<file path="src/rtl/muldiv_sequencer.sv">
// Sequencer for the mult/div resource: 32-step shift-add multiply or restoring divide into HI/LO.
// MULDIV_UNSIGNED_EN enables multu/divu through Op[1].
module muldiv_sequencer #(
  parameter int WIDTH = 32,
  parameter int CNT_W = 6
) (
  input  logic             Clk,
  input  logic             Reset,
  input  logic             Start,
  input  logic [1:0]       Op,
  input  logic [WIDTH-1:0] A,
  input  logic [WIDTH-1:0] B,
  output logic             Busy,
  output logic             Done,
  output logic             DivZero,
  output logic [WIDTH-1:0] HI,
  output logic [WIDTH-1:0] LO
);

  typedef enum logic [1:0] {
    IDLE,
    CALC,
    SIGN,
    DONE
  } state_t;

  state_t             state;
  logic [CNT_W-1:0]   cnt;
  logic [WIDTH-1:0]   opnd;
  logic [WIDTH-1:0]   p_hi;
  logic [WIDTH-1:0]   p_lo;
  logic               is_div;
  logic               neg_res;
  logic               neg_rem;
  logic               dz;

  logic               uns;
  logic               sa;
  logic               sb;
  logic [WIDTH-1:0]   mag_a;
  logic [WIDTH-1:0]   mag_b;
  logic               b_zero;

`ifdef MULDIV_UNSIGNED_EN
  assign uns = Op[1];
`else
  // Op[1] has no meaning here: every op is signed.
  assign uns = Op[1] & 1'b0;
`endif

  assign sa     = A[WIDTH-1] & ~uns;
  assign sb     = B[WIDTH-1] & ~uns;
  assign mag_a  = sa ? (~A + 1'b1) : A;
  assign mag_b  = sb ? (~B + 1'b1) : B;
  assign b_zero = (B == '0);

  logic [WIDTH:0]     m_sum;
  logic [WIDTH:0]     d_t;
  logic [WIDTH:0]     d_diff;
  logic               d_ge;

  assign m_sum  = {1'b0, p_hi} + (p_lo[0] ? {1'b0, opnd} : '0);
  assign d_t    = {p_hi, p_lo[WIDTH-1]};
  assign d_diff = d_t - {1'b0, opnd};
  assign d_ge   = (d_t >= {1'b0, opnd});

  logic [2*WIDTH-1:0] prod;
  logic [2*WIDTH-1:0] prod_fix;
  logic [WIDTH-1:0]   quo_fix;
  logic [WIDTH-1:0]   rem_fix;

  assign prod     = {p_hi, p_lo};
  assign prod_fix = neg_res ? (~prod + 1'b1) : prod;
  assign quo_fix  = neg_res ? (~p_lo + 1'b1) : p_lo;
  assign rem_fix  = neg_rem ? (~p_hi + 1'b1) : p_hi;

  always_ff @(posedge Clk) begin
    if (Reset) begin
      state   <= IDLE;
      cnt     <= '0;
      opnd    <= '0;
      p_hi    <= '0;
      p_lo    <= '0;
      is_div  <= 1'b0;
      neg_res <= 1'b0;
      neg_rem <= 1'b0;
      dz      <= 1'b0;
      Busy    <= 1'b0;
      Done    <= 1'b0;
      DivZero <= 1'b0;
      HI      <= '0;
      LO      <= '0;
    end else begin
      Done    <= 1'b0;
      DivZero <= 1'b0;
      Busy    <= (state == CALC);
      unique case (state)
        IDLE: begin
          if (Start) begin
            cnt     <= '0;
            is_div  <= Op[0];
            neg_res <= sa ^ sb;
            neg_rem <= sa;
            dz      <= Op[0] & b_zero;
            p_hi    <= '0;
            if (Op[0]) begin
              opnd <= mag_b;
              p_lo <= mag_a;
            end else begin
              opnd <= mag_a;
              p_lo <= mag_b;
            end
            // Divide by zero skips the iterations but keeps
            // the one-cycle hop through SIGN before Done.
            state <= (Op[0] & b_zero) ? SIGN : CALC;
          end
        end
        CALC: begin
          if (cnt == CNT_W'(WIDTH)) begin
            state <= SIGN;
          end else begin
            cnt <= cnt + 1'b1;
            if (is_div) begin
              p_hi <= d_ge ? d_diff[WIDTH-1:0]
                           : d_t[WIDTH-1:0];
              p_lo <= {p_lo[WIDTH-2:0], d_ge};
            end else begin
              p_hi <= m_sum[WIDTH:1];
              p_lo <= {m_sum[0], p_lo[WIDTH-1:1]};
            end
          end
        end
        SIGN: begin
          state   <= DONE;
          Done    <= 1'b1;
          DivZero <= dz;
          if (!dz) begin
            if (is_div) begin
              HI <= rem_fix;
              LO <= quo_fix;
            end else begin
              HI <= prod_fix[2*WIDTH-1:WIDTH];
              LO <= prod_fix[WIDTH-1:0];
            end
          end
        end
        DONE: begin
          state <= IDLE;
        end
      endcase
    end
  end

endmodule

</file>
<file path="config.mk">
export PLATFORM = sky130hd
export DESIGN_NAME = muldiv_sequencer
export DESIGN_NICKNAME = d
export VERILOG_FILES = /design/src/rtl/muldiv_sequencer.sv
export SDC_FILE = /design/constraint.sdc
export NUM_CORES = 1
export LEC_CHECK = 0
export ABC_CLOCK_PERIOD_IN_PS = 2900
export BUFFER_PORTS_ARGS = -buffer_cell sky130_fd_sc_hd__buf_2
export CAP_MARGIN = 5
export CORE_MARGIN = 3
export CORE_UTILIZATION = 55
export DETAILED_ROUTE_END_ITERATION = 8
export GPL_TIMING_DRIVEN = 0
export PLACE_DENSITY = 0.88
export SYNTH_ARGS = -nofsm -noshare
export SYNTH_HDL_FRONTEND = slang
export SYNTH_SLANG_ARGS = --single-unit
</file>
<file path="constraint.sdc">
create_clock -name Clk -period 2.9 [get_ports Clk]
set_input_delay 0.29 -clock Clk [delete_from_list [all_inputs] [get_ports Clk]]
set_output_delay 0.29 -clock Clk [all_outputs]
set_load 0.05 [all_outputs]
</file>
==> results of run 1 <==
worst paths after layout:
kind | to | cells after the start
max | p_hi[9] | 15
min | opnd[26] | 4
max reg2reg | p_hi[9] | 15
min reg2reg | HI[2] | 2
state kept, by name (all words and copies together), names as in the netlist:
signal	flops
HI	32
LO	32
opnd	32
p_hi	32
p_lo	32
cnt	6
state	2
Busy	1
DivZero	1
Done	1
dz	1
is_div	1
neg_rem	1
neg_res	1
critical path, cell delays in order (launching register included):
cell	delay, ps
dfxtp_1	420
inv_1	110
ha_1	440
o211ai_1	140
buf_4	160
a31oi_4	190
o211ai_1	220
a31oi_2	320
a21oi_4	110
o31ai_4	410
buf_4	200
buf_6	120
buf_4	110
nor2_1	60
a211oi_1	300
a221o_1	170
layout by cell type, fill, tap and decap left out, drive strengths merged, types with 22 or more instances in the layout:
| cell type | Yosys | final |
|---|---|---|
| inv | 65 | 74 |
| nor2 | 220 | 220 |
| ha | 74 | 74 |
| xor2 | 78 | 78 |
| a21oi | 138 | 138 |
| o21ai | 131 | 131 |
| a21o | 28 | 28 |
| xnor2 | 91 | 91 |
| buf | 17 | 206 |
| mux2i | 50 | 50 |
| a211oi | 102 | 102 |
| clkbuf | 95 | 108 |
| nor3 | 45 | 45 |
| o31ai | 33 | 33 |
| or3 | 22 | 22 |
| nand2 | 180 | 180 |
| dfxtp | 175 | 175 |
cells in the mapped netlist (6+ instances only):
cell type / count
a211oi_1: 102
ha_1: 74
or3_1: 19
a31oi_1: 14
buf_1: 12
inv_1: 65
o41ai_1: 14
o211ai_1: 16
nand2_1: 180
mux2_2: 17
nor4_1: 12
o21bai_1: 11
and2_1: 9
xnor2_1: 91
o31ai_1: 33
xor2_1: 78
o21a_1: 10
mux2i_1: 50
a21o_1: 28
a22oi_1: 19
a21oi_1: 138
nand2b_1: 13
nand4_1: 15
or4_1: 12
o21ai_0: 128
nor2b_1: 13
dfxtp_1: 175
a221o_1: 6
nand3_1: 19
and3_1: 10
or2_2: 11
nor3_1: 45
clkbuf_1: 95
nor2_1: 220
stage by stage:
step	worst slack (ps)	hold slack, ps	area (um2)	power, mW	utilization [%]
CTS	-320	233	16300	13.6	66.8
global route	-693	290	16800	14.9	68.8
global placement	-909	438	14900	10.3	61.1
floorplan	-35.7	432	13900	8.61	-
detailed placement	-955	444	14900	10.5	61.1
finish	-634	265	16800	14.3	68.8
area by class of cell:
class	count	area (um2)	area share [%]
repair buffers	190	1170	6.96
well taps	324	405	2.41
inverters	65	262	1.55
clock buffers	17	425	2.53
plain buffers	107	492	2.92
clock inverters	15	211	1.26
flip-flops and latches	175	3560	21.2
multi-input cells	1479	10300	61.2
what timing repair did:
action | 4_1_cts | 5_1_grt
hold buffers | 0 | 0
gates resized for setup | 127 | 95
setup endpoints to repair | 73 | 87
setup buffers | 35 | 20
gates cloned | 3 | 2
pin swaps | 49 | 35
per-layer routing:
metal  track usage, %  up-vias  share of wire, %
li1                 -     7032                 -
met1             48.7     7145                39
met2             55.5     1126                43
met3             7.59      236                12
met4             14.9        0               5.7
met5                0        -                 0
power by group through the flow:
stage	clock network [mW]	logic, mW	registers (mW)
global placement	0	6.82	3.50
CTS	2.46	7.59	3.50
floorplan	0	4.25	4.36
detailed placement	0	6.97	3.53
finish	2.50	8.17	3.59
global route	2.57	8.71	3.65
logic make-up after synthesis:
group / count (synthesis)
adder cells (fa/ha/maj): 76
XOR/XNOR: 169
flip-flops: 175
buffers and inverters: 177
multiplexers: 67
AND/OR/NAND/NOR: 599
AO/OA/AOI/OAI: 568
==> run_results.csv, run 1 <==
group,metric,value,unit
run_status,outcome,"finished, violations left",
run_status,violations,"negative setup slack",
clocking,numCtsBuffers,17,
routing,wire_per_inst,21.6,um
pwr,p_sw_share,50.6,%
final_layout,nNetsFinal,2180,
worst_setup_path,critical_path_class,"register to register",
sta,period_share,122,%
pwr,p_int,7.04,mW
logic_synthesis,synth.area.mux_share,5.04,%
routing,vias_per_cell,6.55,
logic_synthesis,synth_cells,1831,
worst_setup_path,cp_max_fo,6,
routing,drc_errors,0,
floorplanning,fp.dieW,164,um
placed_design,portBuffers,132,
sta,drv_slew,0,
sta,relSlewSlack,37.6,%
grt,antenna_found_initial,0,
sta,fin_crit,3530,ps
worst_setup_path,crit_start,"opnd[3]",
logic_synthesis,yosys.area_share.simple,20.0,%
placed_design,place.gp.congestion,1.04,
grt,grt_util_all_layers,35.9,%
logic_synthesis,synth-edff-count,0,
floorplanning,die_area,0.0269,mm2
logic_synthesis,synthAdderAreaFrac,7.03,%
worst_setup_path,crit_path_start_kind,"register",
logic_synthesis,synth_top_family_by_area,"compound AO/OA/AOI/OAI gates",
sta,rsz0062_at_grt,"true",
logic_synthesis,synthXorXnorAreaFrac,10.8,%
clocking,cts_tree,"built",
routing,wl,51.2,mm
hold_path,hold_class,"primary input to register",
worst_setup_path,critPathArrivalTime,3940,ps
pwr,power.switching,7.22,mW
routing,antenna_left,0,
logic_synthesis,synth_top_area_cell,"dfxtp_1",
pwr,worst_ir_drop_vdd,0.000626,V
final_layout,drive_above_1_share,20.4,%
logic_synthesis,synth-main-ff-cell,"dfxtp_1",
grt,grt-ovfl-total,0,
worst_setup_path,reg2reg_slack,-630,ps
pwr,power_density,847,mW/mm2
final_layout,fin_cells,2372,
pwr,p_seq_share,25.2,%
logic_synthesis,synth.distinct_cells,67,
clocking,cts.clk_slew.worst_paths,90,ps
logic_synthesis,synth_nets,1976,
routing,firstDrtPassIters,9,
logic_synthesis,netlist_area,0.0137,mm2
clocking,cts_num_sinks,175,
logic_synthesis,ys_ff_latch,175,
routing,vias,15539,
final_layout,n_antenna_cell,0,
pwr,cellLeakagePower,6.78,nW
floorplanning,die_y,164,um
logic_synthesis,ys_warn_count,0,
sta,finalSetupTns,-15980,ps
logic_synthesis,synth_top_area_share,25.5,%
hold_path,min_from,"B[26]",
floorplanning,rows,57,
clocking,cts_buffer_depth,2,
logic_synthesis,synthArstFlopShare,0,%
floorplanning,ios,136,
worst_setup_path,crit_required,3300,ps
clocking,clk_latency,460,ps
grt,grt_pass1_wl,76.5,mm
sta,skew,19.3,ps
logic_synthesis,syn_area_per_cell,7.50,um2
clocking,cts_root_buffer,"clkbuf_16",
sta,hold_violations,0,
sta,fmax,0.283,GHz
logic_synthesis,synth.area.top_cells,"dfxtp_1 (25%), ha_1 (6.7%), nor2_1 (6.0%)",
final_layout,fillers,1878,
worst_setup_path,crit_path_end_kind,"register",
clocking,htree_levels,4,
floorplanning,start_util,56.2,%
logic_synthesis,synth_compound_area_share,26.8,%
logic_synthesis,yosysSeqAreaShare,25.5,%
placed_design,dp.cells,2287,
flow_run,drv_cap,0,
pwr,comb_power_share,57.3,%
sta,finalWorstSetupSlack,-634,ps
sta,setup-violations-final,33,
pwr,pwr-share-clk,17.5,%
floorplanning,core,0.0245,mm2
sta,worst_slew_pin_slew,937,ps
grt,grt_start_max_net_pins,23,
worst_setup_path,regToRegStartpoint,"opnd[3]",
routing,first_iter_violations,2098,
final_layout,area_delta_synth_final,22.5,%
grt,grt_pass1_vias,14055,
placed_design,post-dp-hpwl,36.7,mm
(Power assumes the default switching activity.)
==> inputs of run 2 (changes only) <==
SETUP_SLACK_MARGIN = 0.5   (was not set)
==> run_results.csv, run 2 (synthesis gave the netlist of run 1 again) <==
group,metric,value,unit
floorplanning,fp.dieW,164,um
clocking,hold_buffers,0,
sta,drv_slew,0,
worst_setup_path,cp_max_fo,8,
final_layout,final_cell_mix,"nor2_1 (210), nand2_1 (160), dfxtp_1 (135)",
routing,drc_errors,10,
routing,wl,61.7,mm
clocking,cts.clk_slew.worst_paths,80,ps
clocking,cts_root_buffer,"clkbuf_16",
placed_design,placed_cell_area,0.0153,mm2
grt,grt_pass1_vias,15097,
clocking,cts_buffer_depth,2,
placed_design,portBuffers,132,
final_layout,area_delta_synth_final,35.9,%
floorplanning,core,0.0245,mm2
run_status,outcome,"finished, violations left",
worst_setup_path,crit_path_end_kind,"register",
routing,vias_per_cell,7.10,
pwr,worst_ir_drop_vdd,0.000730,V
floorplanning,start_util,56.2,%
final_layout,final_common_cell,"nor2_1",
sta,hold_violations,0,
routing,wire_per_inst,25.4,um
routing,vias,17223,
sta,skew,24.4,ps
sta,period_share,123,%
placed_design,place_ws,-655,ps
clocking,cts_tree,"built",
grt,grt_pass1_wl,81.3,mm
run_status,violations,"design-rule violations, negative setup slack",
worst_setup_path,crit_required,3260,ps
sta,rsz0062_at_grt,"true",
clocking,cts_num_sinks,175,
pwr,power_density,864,mW/mm2
hold_path,hold_class,"primary input to register",
final_layout,fillers,1537,
pwr,cellLeakagePower,7.40,nW
worst_setup_path,critical_path_class,"register to register",
grt,grt_util_all_layers,38.3,%
worst_setup_path,critPathArrivalTime,3920,ps
final_layout,n_antenna_cell,0,
floorplanning,die_area,0.0269,mm2
clocking,clk_latency,480,ps
final_layout,nNetsFinal,2234,
flow_run,drv_cap,0,
sta,worst_slew_pin_slew,1080,ps
grt,grt_start_max_net_pins,23,
floorplanning,rows,57,
routing,firstDrtPassIters,9,
floorplanning,ios,136,
sta,relSlewSlack,28.3,%
sta,fin_crit,3560,ps
routing,first_iter_violations,3277,
floorplanning,die_y,164,um
routing,antenna_left,0,
worst_setup_path,crit_path_start_kind,"register",
grt,grt-ovfl-total,0,
clocking,numCtsBuffers,17,
sta,fmax,0.281,GHz
sta,finalSetupTns,-21750,ps
sta,setup-violations-final,51,
sta,finalWorstSetupSlack,-656,ps
grt,antenna_found_initial,0,
placed_design,post-dp-hpwl,36.9,mm
placed_design,place.gp.congestion,1.03,
final_layout,stdcell_area,0.0187,mm2
clocking,htree_levels,4,
final_layout,drive_above_1_share,31.2,%
-- run 2: worst paths after layout --
check | cells past startpoint | slack, ps | endpoint | from
worst max-delay path | 15 | -660 | p_hi[16] | p_hi[19]
worst min-delay path | 3 | 230 | opnd[0] | A[0]
worst max register to register | 15 | -660 | p_hi[16] | p_hi[19]
worst min register to register | 2 | 460 | HI[2] | HI[2]
-- run 2: final cells by class --
type | count | area (um2) | area share, %
multi-input cells | 1479 | 11500 | 61.7
plain buffers | 112 | 588 | 3.15
repair buffers | 239 | 1690 | 9.06
inverters | 65 | 262 | 1.40
well taps | 324 | 405 | 2.17
clock inverters | 15 | 211 | 1.13
clock buffers | 17 | 425 | 2.28
flip-flops and latches | 175 | 3580 | 19.1
-- run 2: layer usage --
| metal | share of wire [%] | wire [um] | GRT usage (%) |
|---|---|---|---|
| met3 | 14 | 8430 | 7.67 |
| met2 | 42 | 26100 | 60.4 |
| met5 | 0 | 0 | 0 |
| met1 | 35 | 21800 | 49.7 |
| met4 | 8.6 | 5300 | 19.9 |
-- run 2: what timing repair did --
| action | CTS | global route |
|---|---|---|
| endpoints found under the setup margin | 122 | 137 |
| setup buffers | 66 | 36 |
| pin swaps | 109 | 121 |
| gates cloned | 4 | 1 |
| resized for setup | 255 | 214 |
-- run 2: worst max-delay path, stage by stage (launching register included) --
cell and delay (ps):
dfxtp_2 420, ha_1 420, and3_1 240, nand3_1 230, nor3_2 350, nand4_1 140
nor3_1 590, a2111oi_4 140, o31ai_4 140, buf_4 180, buf_8 130, buf_12 110
buf_16 120, o22ai_2 70, nand2_1 110, nand2_1 50
-- run 2: stage by stage --
stage | power (mW) | utilization, % | std cells | hold slack (ps)
floorplan | 8.76 | - | 1831 | 432
CTS | 14.2 | 71.4 | 2389 | 248
global placement | 10.5 | 62.4 | 2287 | 436
finish | 16.1 | 76.3 | 2426 | 231
global route | 16.6 | 76.3 | 2426 | 273
detailed placement | 10.7 | 62.4 | 2287 | 443
-- run 2: power breakdown --
part,leakage [nW],internal [mW],switching [mW],total (mW)
clock,0.307,1.21,1.36,2.58
sequential,1.45,3.01,0.691,3.70
combinational,5.64,3.50,6.37,9.86
total,7.40,7.72,8.42,16.1
